--- src/rtl/spm_pkg.sv ---
// spm_pkg: shared widths, ex bus field offsets and engine states
// for the scratchpad DMA engine.
package spm_pkg;
  localparam int A_W      = 8;
  localparam int D_W      = 32;
  localparam int NBG      = 4;
  localparam int BEAT_W   = NBG * D_W;
  localparam int EX_IN_W  = 168;
  localparam int EX_OUT_W = 128;
  localparam int WEN_LSB  = 164;
  localparam int REN_LSB  = 160;
  localparam int ADDR_LSB = 128;
  localparam int DATA_LSB = 0;

  typedef enum logic [2:0] {
    IDLE,
    LOAD,
    STORE,
    DRAIN,
    DONE
  } state_t;

  typedef logic [A_W-1:0]    addr_t;
  typedef logic [A_W:0]      len_t;
  typedef logic [NBG-1:0]    mask_t;
  typedef logic [BEAT_W-1:0] beat_t;

  function automatic beat_t lane_bits(input mask_t m);
    beat_t b;
    for (int i = 0; i < NBG; i++)
      b[i*D_W +: D_W] = {D_W{m[i]}};
    return b;
  endfunction
endpackage

--- src/rtl/spm_dma_engine_if.sv ---
// spm_dma_engine_if: host command/stream handshakes plus the
// scratchpad external port seen by the DMA engine.
interface spm_dma_engine_if;
  import spm_pkg::*;

  logic                cmd_valid;
  logic                cmd_ready;
  logic                cmd_dir;
  mask_t               cmd_mask;
  addr_t               cmd_base;
  len_t                cmd_len;
  logic                wr_valid;
  logic                wr_ready;
  beat_t               wr_data;
  logic                rd_valid;
  logic                rd_ready;
  beat_t               rd_data;
  logic [EX_IN_W-1:0]  ex_in_bus;
  logic [EX_OUT_W-1:0] ex_out_bus;
  logic                busy;
  logic                done;

  modport slave (
    input  cmd_valid, cmd_dir, cmd_mask,
    input  cmd_base, cmd_len,
    input  wr_valid, wr_data, rd_ready,
    input  ex_out_bus,
    output cmd_ready, wr_ready, rd_valid,
    output rd_data, ex_in_bus, busy, done
  );

  modport master (
    output cmd_valid, cmd_dir, cmd_mask,
    output cmd_base, cmd_len,
    output wr_valid, wr_data, rd_ready,
    output ex_out_bus,
    input  cmd_ready, wr_ready, rd_valid,
    input  rd_data, ex_in_bus, busy, done
  );
endinterface

--- src/rtl/spm_rd_fifo.sv ---
// spm_rd_fifo: first-word-fall-through read-return buffer with an
// occupancy count used for read credit accounting.
module spm_rd_fifo #(
  parameter int DEPTH = 4,
  parameter int W     = 128,
  parameter int CNT_W = $clog2(DEPTH + 1)
) (
  input  logic             clk,
  input  logic             rst,
  input  logic             push,
  input  logic [W-1:0]     din,
  input  logic             pop,
  output logic [W-1:0]     dout,
  output logic             empty,
  output logic [CNT_W-1:0] count
);
  localparam int PW = (DEPTH > 1) ? $clog2(DEPTH) : 1;

  logic [W-1:0]  mem [DEPTH];
  logic [PW-1:0] wp, rp;
  logic          full, do_push, do_pop;

  function automatic logic [PW-1:0] inc(
    input logic [PW-1:0] p
  );
    return (p == PW'(DEPTH - 1)) ? '0 : p + PW'(1);
  endfunction

  assign empty   = (count == '0);
  assign full    = (count == CNT_W'(DEPTH));
  assign do_pop  = pop && !empty;
  assign do_push = push && (!full || do_pop);
  assign dout    = mem[rp];

  always_ff @(posedge clk) begin
    if (!rst) begin
      wp    <= '0;
      rp    <= '0;
      count <= '0;
    end else begin
      if (do_push) wp <= inc(wp);
      if (do_pop)  rp <= inc(rp);
      count <= count + CNT_W'(do_push)
                     - CNT_W'(do_pop);
    end
  end

  always_ff @(posedge clk) begin
    if (do_push) mem[wp] <= din;
  end
endmodule

--- src/rtl/spm_dma_engine.sv ---
// spm_dma_engine: one-command-at-a-time LOAD/STORE initiator on the
// scratchpad external port, with credit-limited read returns.
module spm_dma_engine
  import spm_pkg::*;
#(
  parameter int RD_LAT     = 1,
  parameter int FIFO_DEPTH = 4
) (
  input logic             clk,
  input logic             rst,
  spm_dma_engine_if.slave dma
);
  localparam int CNT_W = $clog2(FIFO_DEPTH + 1);
  localparam int OCC_W = $clog2(FIFO_DEPTH + RD_LAT + 2);
  localparam logic [OCC_W-1:0] DEPTH_C = OCC_W'(FIFO_DEPTH);

  state_t             st, st_n;
  mask_t              mask_q, mask_n;
  addr_t              cur_q, cur_n;
  len_t               cnt_q, cnt_n;
  logic [EX_IN_W-1:0] ex_q, ex_n;
  logic [RD_LAT:0]    pipe_q;
  logic               rdy_q;
  logic               wr_go, rd_go;
  logic               push, pop, f_empty;
  logic [CNT_W-1:0]   f_cnt;
  logic [OCC_W-1:0]   inflight, occ;
  beat_t              f_dout;

  // pipe_q[k] marks a read whose ren was on the bus k cycles ago
  always_comb begin
    inflight = '0;
    for (int i = 0; i <= RD_LAT; i++)
      inflight = inflight + OCC_W'(pipe_q[i]);
  end

  assign occ  = inflight + OCC_W'(f_cnt);
  assign push = pipe_q[RD_LAT];
  assign pop  = dma.rd_valid && dma.rd_ready;

  spm_rd_fifo #(
    .DEPTH (FIFO_DEPTH),
    .W     (BEAT_W),
    .CNT_W (CNT_W)
  ) u_fifo (
    .clk   (clk),
    .rst   (rst),
    .push  (push),
    .din   (dma.ex_out_bus & lane_bits(mask_q)),
    .pop   (pop),
    .dout  (f_dout),
    .empty (f_empty),
    .count (f_cnt)
  );

  always_comb begin
    st_n   = st;
    mask_n = mask_q;
    cur_n  = cur_q;
    cnt_n  = cnt_q;
    wr_go  = 1'b0;
    rd_go  = 1'b0;
    unique case (st)
      IDLE: begin
        if (rdy_q && dma.cmd_valid) begin
          mask_n = dma.cmd_mask;
          cur_n  = dma.cmd_base;
          cnt_n  = dma.cmd_len;
          // an empty command still spends one busy cycle
          if (dma.cmd_len == '0) st_n = DRAIN;
          else if (dma.cmd_dir)  st_n = STORE;
          else                   st_n = LOAD;
        end
      end
      LOAD: begin
        if (dma.wr_valid) begin
          wr_go = 1'b1;
          cur_n = cur_q + addr_t'(1);
          cnt_n = cnt_q - len_t'(1);
          if (cnt_q == len_t'(1)) st_n = DONE;
        end
      end
      STORE: begin
        if (occ < DEPTH_C) begin
          rd_go = 1'b1;
          cur_n = cur_q + addr_t'(1);
          cnt_n = cnt_q - len_t'(1);
          if (cnt_q == len_t'(1)) st_n = DRAIN;
        end
      end
      DRAIN: begin
        if (inflight == '0 &&
            (f_empty ||
             (f_cnt == CNT_W'(1) && pop)))
          st_n = DONE;
      end
      DONE:    st_n = IDLE;
      default: st_n = IDLE;
    endcase
  end

  always_comb begin
    ex_n = '0;
    for (int i = 0; i < NBG; i++) begin
      ex_n[WEN_LSB+i] = wr_go & mask_q[i];
      ex_n[REN_LSB+i] = rd_go & mask_q[i];
      if ((wr_go | rd_go) & mask_q[i])
        ex_n[ADDR_LSB+i*A_W +: A_W] = cur_q;
      if (wr_go & mask_q[i])
        ex_n[DATA_LSB+i*D_W +: D_W] =
          dma.wr_data[i*D_W +: D_W];
    end
  end

  always_ff @(posedge clk) begin
    if (!rst) begin
      st     <= IDLE;
      mask_q <= '0;
      cur_q  <= '0;
      cnt_q  <= '0;
      ex_q   <= '0;
      pipe_q <= '0;
      rdy_q  <= 1'b0;
    end else begin
      st     <= st_n;
      mask_q <= mask_n;
      cur_q  <= cur_n;
      cnt_q  <= cnt_n;
      ex_q   <= ex_n;
      pipe_q[0] <= rd_go;
      for (int i = 1; i <= RD_LAT; i++)
        pipe_q[i] <= pipe_q[i-1];
      rdy_q  <= (st_n == IDLE);
    end
  end

  assign dma.cmd_ready = rdy_q;
  assign dma.wr_ready  = (st == LOAD);
  assign dma.rd_valid  = !f_empty &&
                         (st == STORE || st == DRAIN);
  assign dma.rd_data   = dma.rd_valid ? f_dout : '0;
  assign dma.ex_in_bus = ex_q;
  assign dma.busy      = (st == LOAD) || (st == STORE) ||
                         (st == DRAIN);
  assign dma.done      = (st == DONE);
endmodule

--- src/flat_wrapper.sv ---
// flat-port wrapper written by rule: the top's interface ports become plain ports
module spm_dma_engine_flat import spm_pkg::*;
#(
  parameter int RD_LAT     = 1,
  parameter int FIFO_DEPTH = 4
)
  (clk, rst, dma_cmd_valid, dma_cmd_dir, dma_cmd_mask, dma_cmd_base, dma_cmd_len, dma_wr_valid, dma_wr_data, dma_rd_ready, dma_ex_out_bus, dma_cmd_ready, dma_wr_ready, dma_rd_valid, dma_rd_data, dma_ex_in_bus, dma_busy, dma_done);
  spm_dma_engine_if dma_i ();
  input logic clk;
  input logic rst;
  input wire logic [$bits(dma_i.cmd_valid)-1:0] dma_cmd_valid;
  input wire logic [$bits(dma_i.cmd_dir)-1:0] dma_cmd_dir;
  input wire logic [$bits(dma_i.cmd_mask)-1:0] dma_cmd_mask;
  input wire logic [$bits(dma_i.cmd_base)-1:0] dma_cmd_base;
  input wire logic [$bits(dma_i.cmd_len)-1:0] dma_cmd_len;
  input wire logic [$bits(dma_i.wr_valid)-1:0] dma_wr_valid;
  input wire logic [$bits(dma_i.wr_data)-1:0] dma_wr_data;
  input wire logic [$bits(dma_i.rd_ready)-1:0] dma_rd_ready;
  input wire logic [$bits(dma_i.ex_out_bus)-1:0] dma_ex_out_bus;
  output wire logic [$bits(dma_i.cmd_ready)-1:0] dma_cmd_ready;
  output wire logic [$bits(dma_i.wr_ready)-1:0] dma_wr_ready;
  output wire logic [$bits(dma_i.rd_valid)-1:0] dma_rd_valid;
  output wire logic [$bits(dma_i.rd_data)-1:0] dma_rd_data;
  output wire logic [$bits(dma_i.ex_in_bus)-1:0] dma_ex_in_bus;
  output wire logic [$bits(dma_i.busy)-1:0] dma_busy;
  output wire logic [$bits(dma_i.done)-1:0] dma_done;
  assign dma_i.cmd_valid = dma_cmd_valid;
  assign dma_i.cmd_dir = dma_cmd_dir;
  assign dma_i.cmd_mask = dma_cmd_mask;
  assign dma_i.cmd_base = dma_cmd_base;
  assign dma_i.cmd_len = dma_cmd_len;
  assign dma_i.wr_valid = dma_wr_valid;
  assign dma_i.wr_data = dma_wr_data;
  assign dma_i.rd_ready = dma_rd_ready;
  assign dma_i.ex_out_bus = dma_ex_out_bus;
  assign dma_cmd_ready = dma_i.cmd_ready;
  assign dma_wr_ready = dma_i.wr_ready;
  assign dma_rd_valid = dma_i.rd_valid;
  assign dma_rd_data = dma_i.rd_data;
  assign dma_ex_in_bus = dma_i.ex_in_bus;
  assign dma_busy = dma_i.busy;
  assign dma_done = dma_i.done;
  spm_dma_engine #(.RD_LAT(RD_LAT), .FIFO_DEPTH(FIFO_DEPTH)) u_core (.clk(clk), .rst(rst), .dma(dma_i));
endmodule
--- config.mk ---
export PLATFORM = sky130hd
export DESIGN_NAME = spm_dma_engine_flat
export DESIGN_NICKNAME = d
export VERILOG_FILES = /design/src/rtl/spm_pkg.sv /design/src/rtl/spm_dma_engine_if.sv /design/src/rtl/spm_rd_fifo.sv /design/src/rtl/spm_dma_engine.sv /design/src/flat_wrapper.sv
export SDC_FILE = /design/constraint.sdc
export NUM_CORES = 1
export LEC_CHECK = 0
export CORE_UTILIZATION = 30
export CTS_CLUSTER_SIZE = 28
export DETAILED_ROUTE_END_ITERATION = 6
export PLACE_DENSITY = 0.51
export SETUP_SLACK_MARGIN = 0.15
export SKIP_CTS_REPAIR_TIMING = 1
export SYNTH_ARGS = -nofsm -noshare
export SYNTH_HDL_FRONTEND = slang
export SYNTH_HIERARCHICAL = 1
export SYNTH_SLANG_ARGS = --single-unit
--- constraint.sdc ---
create_clock -name clk -period 7.8 [get_ports clk]
set_input_delay 1.17 -clock clk [delete_from_list [all_inputs] [get_ports clk]]
set_output_delay 1.17 -clock clk [all_outputs]
set_load 0.005 [all_outputs]
* Word level (Yosys, flattened, before mapping)
Memories as Yosys holds them, arrays and structs flattened. A register that Yosys moved wholly into a read port is not among the register bits.
Index checks and enable logic that the tools add are counted.
** Cells by class
- Multiplexer cells :: 28
- $mul :: 0
- Bitwise operators :: 14
- Shifts and indexed selects :: 0
- Reduce and logical (&&, ||, !) cells :: 30
- Div/mod/pow operators :: 0
- Equal/unequal tests :: 12
- Add/subtract/negate cells :: 8
- Magnitude comparators :: 1
** Operators by type and width (number)
- $and 128x128->128 :: 1
- $mux 128 :: 1
- $mux 9 :: 3
- $pmux 9 s3 :: 1
- $mux 8 :: 3
- $pmux 8 s3 :: 1
- $mux 3 :: 7
- $reduce_and 2->1 :: 9
- $and 1x1->1 :: 12
- $logic_not 3->1 :: 4
- $pmux 3 s4 :: 1
- $mux 2 :: 5
- $eq 9x1->1 const B :: 1
- $logic_not 9->1 :: 1
- $sub 9x1->9 const B :: 1
- $add 8x1->8 const B :: 1
- $logic_and 1x1->1 :: 7
- $eq 3x1->1 const B :: 2
- $eq 3x2->1 const B :: 2
- $eq 3x3->1 const B :: 2
- $mux 1 :: 6
- $logic_or 1x1->1 :: 5
- $add 2x1->2 const B :: 2
- $eq 2x2->1 const B :: 2
- other kinds (11) :: 13
** Storage, ports and cells
- Bits in latches :: 0
- Memory bits (writable) :: 512
- ROM bits :: 0
- Output and inout port bits :: 301
- Input port bits :: 283
- Bits in registers :: 202
- Memories :: 1
- Logic and storage cells :: 112
** Memory list
- u_core.u_fifo.mem :: words 4, bits a word 128, rd ports 1, clocked after Yosys merged registers in 1, wr ports 1, line spm_rd_fifo.sv:19 : logic [W-1:0] mem [DEPTH];

* Logic depth before layout (Yosys ltp)
- Word-level depth :: 10
- Depth in mapped cells :: 15
- Depth with buffers taken out :: 13

* Modules after synthesis
The synthesis kept the hierarchy.
** Modules (own cells, without submodules)
- spm_rd_fifo :: area each 18954.4 µm², cells an instance 719, times used 1, sequential area each 15554.9 µm²
- spm_dma_engine :: area each 8035.2 µm², cells an instance 871, times used 1, sequential area each 3903.7 µm²

* Worst setup path after synthesis
No wires, ideal clock.
- Path type :: input to register
- Start :: input dma_rd_ready
- End :: memory u_core.u_fifo.mem[0][0] (enable)
- Required time :: 7298 ps
- Data arrival time :: 4546 ps
- Stages on the path :: 3
- Setup time :: 502 ps
- Buffers on the path :: 0
- Slack :: 2752 ps
- Cells stage by stage :: and2_1 o41a_1 and2_1
** Between the ends
- Longest elaborated chain between the ends :: 6
** Ends and longest elaborated chain
- start: declaration :: line flat_wrapper.sv:18 : input wire logic [$bits(dma_i.rd_ready)-1:0] dma_rd_ready;
- $logic_and 1x1->1 :: line spm_dma_engine.sv:39 : assign pop = dma.rd_valid && dma.rd_ready;
- $logic_and 1x1->1 :: line spm_rd_fifo.sv:31 : assign do_pop = pop && !empty;
- $logic_or 1x1->1 :: line spm_rd_fifo.sv:32 : assign do_push = push && (!full || do_pop);
- $logic_and 1x1->1 :: line spm_rd_fifo.sv:32
- $mux 1 :: line spm_rd_fifo.sv:49 : if (do_push) mem[wp] <= din;
- $mux 1 (not written as such) :: line spm_rd_fifo.sv:49
- end: declaration :: line spm_rd_fifo.sv:19
Every way passes these cells.

==> results.yml <==
sta:
  relSlewSlack: 0.321
  finalMaxSlewViolations: 0
  tns_ps: 0
  hold_viol: 0
  rsz0062_at_grt: "no"
  setup_viol: 0
  max_freq_mhz: 210
  tightest_slew_ps: 1020
  fin_crit_ps: 4760
  finClkSkew_ps: 28.5
  fin_crit_sh: 0.611
route:
  routed_wl_mm: 75.9
  drc_errors: 20
  via_count: 15600
  drt_iter0_markers: 880
  drtPass1Iterations: 7
  viasPerCell: 4.59
  wl_per_cell_um: 22.3
  final_antenna_net_count: 0
synthesis:
  synth_top_cell_area_share: 0.570
  yosys.area.top_type: "edfxtp_1"
  syn_area_um2: 27000
  yosysMostFrequentCell: "edfxtp_1"
  yosys-top-cells-area: "edfxtp_1, dfxtp_1, mux4_2"
  synth-async-reset-ratio: 0
  synth-edff-count: 512
  postSynthNetCount: 1887
  synth.distinct_cells: 60
  ys_seq_elements: 716
  synth_warnings: 6
  ys.flop_type: "edfxtp_1"
  postSynthAreaPerCell_um2: 17.0
  synth_top_cells_by_count: "edfxtp_1, and2_1, dfxtp_1, and3_1, mux4_2"
  ys_seq_area_frac: 0.721
  synth_cells: 1590
critical_path:
  endpoint_kind: "output pin"
  cp.required_ps: 6630
  start_kind: "flip-flop"
  reg2reg_slack_ps: 3260
  cpMaxStageDelayCell: "dfxtp_4"
  cp_max_fo: 56
  path_cells: "buf_4 > mux4_2 > and2_1 > clkdlybuf4s50_1"
  arrival_ps: 3590
  slowest_delay_ps: 930
  critical_path_class: "reg2out"
floorplan:
  die_width_um: 302
  core_area_um2: 88800
  dieArea_um2: 91200
  rows: 109
  ioPinCount: 584
  initial_core_util: 0.304
  die_h_um: 302
global_route:
  grt_pass1_wl_mm: 109
  track_usage: 0.163
  antenna_found_initial: 8
  grt.overflow.total: 0
  grt_max_degree: 129
  grt_pass1_vias: 16900
cells_and_area:
  area_growth_pct: 36.0
  nets: 2462
  layout.cells.non_filler: 3398
  fin_area_um2: 36700
  drive_gt1_frac: 0.138
pwr:
  leakage_nw: 13.0
  peakVddDrop_mv: 0.180
  p_per_area_nw_per_um2: 228
clock_network:
  cts_tree: "done"
  cts_buffers: 80
  clk_pin_slew_ps: 60
  clock_latency_ps: 620
  cts-root-buf: "clkbuf_16"
  htree_num_levels: 3
  clock_path_buffers: 3
  cts.sinks: 716
run:
  cap_violations: 0
place:
  dp_hpwl_mm: 49.6
  post_dp_cell_area_um2: 33900
  place_congestion: 0.945
  port_buffers: 583
  place_inst: 3248
min_path:
  hold_class: "reg2reg"
status:
  violations: "design-rule violations"
  outcome: "complete, but fails checks"
## cell type report
class	count	area, um2
Fill cell	8062	52100
Sequential cell	716	19500
Multi-Input combinational cell	751	6910
Timing Repair Buffer	603	6040
Clock buffer	96	2130
Tap cell	1165	1460
Clock inverter	53	633
Inverter	13	48.8
Antenna cell	1	2.50
## critical path, delay by kind of cell (launching register included)
kind | cells | cell delay (ps)
simple gates | 1 | 150
mux | 1 | 420
buf+inv | 2 | 1360
flops | 1 | 930
## registers in the layout (all words and copies together) (netlist names), named ones only
signal and flops:
u_core/dma.ex_in_bus 168, u_core/pipe_q 2, u_core/st 3, u_core/u_fifo/wp 2, u_core/cur_q 8, u_core/u_fifo/rp 2
u_core/dma.cmd_ready 1, u_core/cnt_q 9, u_core/u_fifo/mem 512, u_core/u_fifo/count 3, u_core/mask_q 4
## cell usage in the layout, fill, tap and decap left out, drive strengths merged, types with 4 or more instances in the layout
master | synthesis | routed
edfxtp | 512 | 512
bufinv | 0 | 12
a21oi | 19 | 19
nand2 | 29 | 29
mux2i | 8 | 8
nand3 | 5 | 5
dfxtp | 204 | 204
nor2 | 33 | 33
xnor2 | 4 | 4
and3 | 162 | 162
clkinvlp | 0 | 8
nor3 | 11 | 11
o21ai | 5 | 5
buf | 42 | 20
and2 | 273 | 273
ha | 13 | 13
clkbuf | 68 | 96
clkdlybuf4s50 | 0 | 583
clkinv | 0 | 26
o32ai | 6 | 6
inv | 13 | 20
mux4 | 128 | 128
## final timing paths
check                                    from                                 end  cells after the start
setup / recovery                    flip-flop                     dma_rd_data[17]                      4
hold / removal    u_core/pipe_q[0]$_SDFF_PN0_         u_core/pipe_q[1]$_SDFF_PN0_                      2
setup reg to reg      u_core/st[1]$_SDFF_PN0_  u_core/u_fifo/mem[2][17]$_DFFE_PP_                      8
hold reg to reg   u_core/pipe_q[0]$_SDFF_PN0_         u_core/pipe_q[1]$_SDFF_PN0_                      2
## per-layer routing
layer | up-vias | track usage | wire length, um | part of all wire
met4 | 8 | 0.0497 | 1730 | 0.023
met1 | 7818 | 0.190 | 29100 | 0.38
met3 | 101 | 0.0475 | 5900 | 0.078
met5 | - | 0 | 54 | 0.00071
li1 | 7145 | - | - | -
met2 | 532 | 0.289 | 39100 | 0.51
## metrics by stage
stage	power, mW	worst slack (ps)	util	hold WS, ps
floorplan	4.33	2750	-	429
global placement	4.55	3250	0.382	436
detailed placement	4.56	3170	0.382	467
CTS	8.50	2920	0.413	477
global route	8.66	2800	0.413	491
finish	8.37	3040	0.413	467
## power breakdown
part           internal, mW  switching (mW)
registers              4.08          0.0322
logic                 0.193           0.170
clock network          2.37            1.53
total                  6.64            1.73
## logic make-up after synthesis
family,synth area share
XOR/XNOR,0.00130
adder cells (fa/ha/maj),0.00677
flip-flops,0.721
AND/OR/NAND/NOR,0.121
buffers and inverters,0.0241
AO/OA/AOI/OAI,0.0153
multiplexers,0.110
(Power assumes the default switching activity.)
==> variant 1 (same flow settings) <==
`FIFO_DEPTH` is set to 4 in 2 places; all go to 2.
--- a/src/rtl/spm_dma_engine.sv
+++ b/src/rtl/spm_dma_engine.sv
@@ -5,5 +5,5 @@
 #(
   parameter int RD_LAT     = 1,
-  parameter int FIFO_DEPTH = 4
+  parameter int FIFO_DEPTH = 2
 ) (
   input logic             clk,
--- a/src/flat_wrapper.sv
+++ b/src/flat_wrapper.sv
@@ -3,5 +3,5 @@
 #(
   parameter int RD_LAT     = 1,
-  parameter int FIFO_DEPTH = 4
+  parameter int FIFO_DEPTH = 2
 )
   (clk, rst, dma_cmd_valid, dma_cmd_dir, dma_cmd_mask, dma_cmd_base, dma_cmd_len, dma_wr_valid, dma_wr_data, dma_rd_ready, dma_ex_out_bus, dma_cmd_ready, dma_wr_ready, dma_rd_valid, dma_rd_data, dma_ex_in_bus, dma_busy, dma_done);
Behaviour: same outputs for any inputs over 4 cycles, from zero or initial values and one cycle with rst low; that may be too few to reach the edited logic, so the function may still have changed.
==> variant 1 against the unedited design <==
- worst setup slack better by 280 ps
- synthesized area down 34%
- via count shrank 24%
- cell area fell by 29%
- sequential share of layout area shrank 8.2 points
- routed wire length shrank 29%
- power down 37%
- combinational power is 18% lower
- sequential cell count decreased by 260
- utilization grew 2.9 points
- critical path depth unchanged
- die area down 34%
==> variant 1: results <==
export IMPL_regMostFlops="u_core/u_fifo/mem"
export IMPL_skew_ps=13.8
export IMPL_p_leak_uw=0.00991
export IMPL_syn_area_per_cell_um2=13.8
export IMPL_synth_cell_types=59
export IMPL_synth_commonest_cells="303 x and2_1, 256 x edfxtp_1, 200 x dfxtp_1"
export IMPL_ir_worst_vdd_uv=158
export IMPL_numCtsBuffers=52
export IMPL_place_area_um2=24300
export IMPL_layout_cells_non_filler=2679
export IMPL_worstSetupEndpoint="dma_rd_data[1]"
export IMPL_drt_first_pass_iters=5
export IMPL_clockBufferDepth=3
export IMPL_grt_max_degree=131
export IMPL_io_buffers=583
export IMPL_grt_remaining_overflow=0
export IMPL_syn_num_nets=1585
export IMPL_cts_clk_slew_worst_paths_ps=60
export IMPL_reg2reg_depth=7
export IMPL_async_flop_share=0
export IMPL_slowest_delay_ps=1020
export IMPL_ff2ff_setup_slack_ps=3690
export IMPL_clockRootBuffer="clkbuf_16"
export IMPL_nFillCells=5421
export IMPL_dp_cells=2577
export IMPL_slowest_stage="dfxtp_4"
export IMPL_largest_register_ffs=256
export IMPL_wl_per_cell_um=20.0
export IMPL_antenna_found_initial=8
export IMPL_yosysSeqAreaShare=0.656
export IMPL_final_nets=2148
export IMPL_htree_levels=2
export IMPL_reg2reg_to="u_core/u_fifo/mem[1][0]$_DFFE_PP_"
export IMPL_rr_startpoint="u_core/st[1]$_SDFF_PN0_"
export IMPL_max_cap_violations=0
export IMPL_synth_area_leaders="edfxtp_1 43%, dfxtp_1 22%, and2_1 11%, mux2_4 8.4%, and3_1 4.6%"
export IMPL_clock_latency_ps=590
export IMPL_hold_slack_ps=471
export IMPL_dr_first_iter_drc_count=540
export IMPL_grt_pass1_wl_mm=77.3
export IMPL_crit_arrival_ps=3310
export IMPL_cp_max_fo=78
export IMPL_place_hpwl_mm=37.1
export IMPL_cp_start_kind="flip-flop"
export IMPL_vias=11900
export IMPL_synthFlopType="edfxtp_1"
export IMPL_tightest_slew_ps=1150
export IMPL_hold_class="reg -> reg"
export IMPL_status="complete, no violations"
export IMPL_track_usage=0.172
export IMPL_drive_above_1_share=0.127
export IMPL_ys_warn_count=6
export IMPL_synth_edf_count=256
export IMPL_gp_congestion=0.782
[variant 1: cell count changes in the layout (fill, tap and decap cells not counted), moves of 6 or more]
cell,delta
a31oi_1,+8
and2_1,+34
and3_1,-30
bufinv_16,-9
clkbuf_16,-27
edfxtp_1,-256
ha_1,-7
inv_1,-6
mux2_2,+26
mux2_4,+100
mux4_2,-128
nor2_1,-9
[variant 1: kinds of logic (layout without fill, tap and decap cells)]
kind of cell / count (synthesis) / after routing / synth area share
xor gates and xnor gates: 3 / 3 / 0.00147
AOI/OAI and AO/OA: 66 / 66 / 0.0248
and+or+nand+nor: 537 / 537 / 0.182
DFF: 456 / 456 / 0.656
adders and majority gates: 7 / 7 / 0.00533
muxes: 131 / 131 / 0.104
other: 0 / 6 / 0
buffers and inverters: 95 / 700 / 0.0268
[variant 1: power breakdown]
part | leakage (uW) | switching [uW] | internal (uW)
combinational | 0.00508 | 118 | 180
sequential | 0.00399 | 24.4 | 2550
clock | 0.000852 | 982 | 1450
[variant 1: worst max-delay path, delay by kind of cell, from the launching register on]
kind	cells	cell delay [ps]
DFF	1	1020
buffers and inverters	2	1070
muxes	1	350
and+or+nand+nor	1	140
[variant 1: layer usage]
metal	GRT usage	part of all wire
met5	0	0.00084
met4	0.0559	0.025
met3	0.0598	0.077
met2	0.305	0.52
met1	0.191	0.38
[variant 1: worst min-delay path by stage]
stage                                       from                            to  depth (start not counted)
detailed placement   u_core/pipe_q[0]$_SDFF_PN0_   u_core/pipe_q[1]$_SDFF_PN0_                          2
floorplan            u_core/pipe_q[0]$_SDFF_PN0_   u_core/pipe_q[1]$_SDFF_PN0_                          2
CTS                 u_core/cnt_q[1]$_SDFFE_PN0P_  u_core/cnt_q[1]$_SDFFE_PN0P_                          2
global placement     u_core/pipe_q[0]$_SDFF_PN0_   u_core/pipe_q[1]$_SDFF_PN0_                          2
global route        u_core/cnt_q[1]$_SDFFE_PN0P_  u_core/cnt_q[1]$_SDFFE_PN0P_                          2
finish              u_core/cnt_q[1]$_SDFFE_PN0P_  u_core/cnt_q[1]$_SDFFE_PN0P_                          2
[variant 1: area by class of cell]
class / instances / share of cell area
diodes: 6 / 0.000576
clock inverters: 25 / 0.00835
well taps: 773 / 0.0371
inverters: 8 / 0.00115
multi-input cells: 744 / 0.218
repair buffers: 596 / 0.228
clock buffers: 71 / 0.0578
flip-flops and latches: 456 / 0.449
[variant 1: per-stage QoR]
step | util | worst slack, ps
6_report | 0.443 | 3320
5_1_grt | 0.442 | 3090
3_5_place_dp | 0.413 | 3520
3_3_place_gp | 0.413 | 3500
2_1_floorplan | - | 385
4_1_cts | 0.442 | 3240
==> variant 2 (config.mk and constraints unchanged) <==
Made on the original files. Reset style: asynchronous (`rst`), changed in 2 clocked blocks.
--- a/src/rtl/spm_rd_fifo.sv
+++ b/src/rtl/spm_rd_fifo.sv
@@ -33,5 +33,5 @@
   assign dout    = mem[rp];
 
-  always_ff @(posedge clk) begin
+  always_ff @(posedge clk or negedge rst) begin
     if (!rst) begin
       wp    <= '0;
--- a/src/rtl/spm_dma_engine.sv
+++ b/src/rtl/spm_dma_engine.sv
@@ -113,5 +113,5 @@
   end
 
-  always_ff @(posedge clk) begin
+  always_ff @(posedge clk or negedge rst) begin
     if (!rst) begin
       st     <= IDLE;
Check against the original RTL: differs if rst is asserted again (counterexample within 4 cycles, from zero or initial values and one cycle with rst low); with rst held inactive, the same outputs for 4 cycles.
==> variant 2 against the unedited design <==
- sequential cell count fell by 2
- utilization shrank 0.63 points
- critical endpoint is now dma_rd_data[90]
- maximum frequency shrank 0.17%
- routed wire length increased by 0.43%
- critical path depth unchanged
- cell area is 1.7% higher
- critical path type unchanged
- non-clock buffer count fell by 3
- synthesized area up 2.8%
- first-iteration DRC count grew 5.9%
- largest cell class unchanged
- worst setup slack worse by 8.1 ps
Power is not compared: it rests on default switching activity, and its combinational part moved more than twofold at a synthesized area within 25%.
==> variant 2: results <==
export IMPL_wl_met2_mm=38.5
export IMPL_yosysSeqAreaShare=0.736
export IMPL_grt_pass1_wl_mm=113
export IMPL_min_delay_path_depth=0
export IMPL_slowest_stage="dfrtp_4"
export IMPL_syn_num_nets=1849
export IMPL_numCtsBuffers=80
export IMPL_reg2reg_depth=6
export IMPL_worstSetupEndpoint="dma_rd_data[90]"
export IMPL_rr_startpoint="u_core/st[2]$_DFF_PN0_"
export IMPL_slew_headroom=0.116
export IMPL_nFillCells=8367
export IMPL_grt_max_degree=155
export IMPL_synth_cell_types=53
export IMPL_final_nets=2424
export IMPL_gp_congestion=0.736
export IMPL_place_hpwl_mm=46.0
export IMPL_drive_above_1_share=0.125
export IMPL_dr_first_iter_drc_count=932
export IMPL_grt_pass1_vias=17800
export IMPL_synth_area_leaders="edfxtp_1 55%, dfrtp_1 18%, mux4_2 10%, and2_1 6.1%, and3_1 3.7%"
export IMPL_via_per_inst=4.74
export IMPL_routed_wirelength_mm=76.2
export IMPL_async_flop_share=0.283
export IMPL_status="complete, no violations"
export IMPL_place_area_um2=34800
export IMPL_min_delay_start="u_core/pipe_q[0]$_DFF_PN0_"
export IMPL_antenna_found_initial=13
export IMPL_wl_per_cell_um=22.6
export IMPL_hold_slack_ps=418
export IMPL_synth_commonest_cells="512 x edfxtp_1, 269 x and2_1, 202 x dfrtp_1"
export IMPL_dr_wl_met3_mm=5.92
export IMPL_skew_ps=22.2
export IMPL_syn_area_per_cell_um2=17.9
export IMPL_cp_max_fo=97
export IMPL_track_usage=0.162
export IMPL_dp_cells=3231
==> variant 2: final cells by class <==
class                      count  area [um2]  area share
multi-input combinational    710        6740       0.181
sequential                   714       20400       0.548
timing repair buffer         600        6050       0.162
antenna                        2        5.00    0.000134
clock inverter                38         359     0.00963
clock buffer                 108        2150      0.0576
inverter                      21        78.8     0.00211
tap                         1186        1480      0.0398
==> variant 2: kinds of logic after synthesis <==
logic type | share of synthesized area
fa+ha+maj | 0.00659
simple gates | 0.110
flops | 0.736
xor+xnor | 0.000947
buf+inv | 0.0218
mux | 0.109
compound gates | 0.0145
==> variant 2: stage by stage <==
step                      power [uW]  setup WS [ps]
after global routing           13600           2710
after CTS                      13200           2810
final                          12900           3030
after floorplan                 7420           2760
after detailed placement        9480           3500
after global placement          9410           3510
==> variant 2: metal layers <==
metal / vias to the layer above / track usage
li1: 7045 / -
met1: 8291 / 0.191
met2: 565 / 0.282
met3: 112 / 0.0514
met4: 8 / 0.0479
met5: - / 0
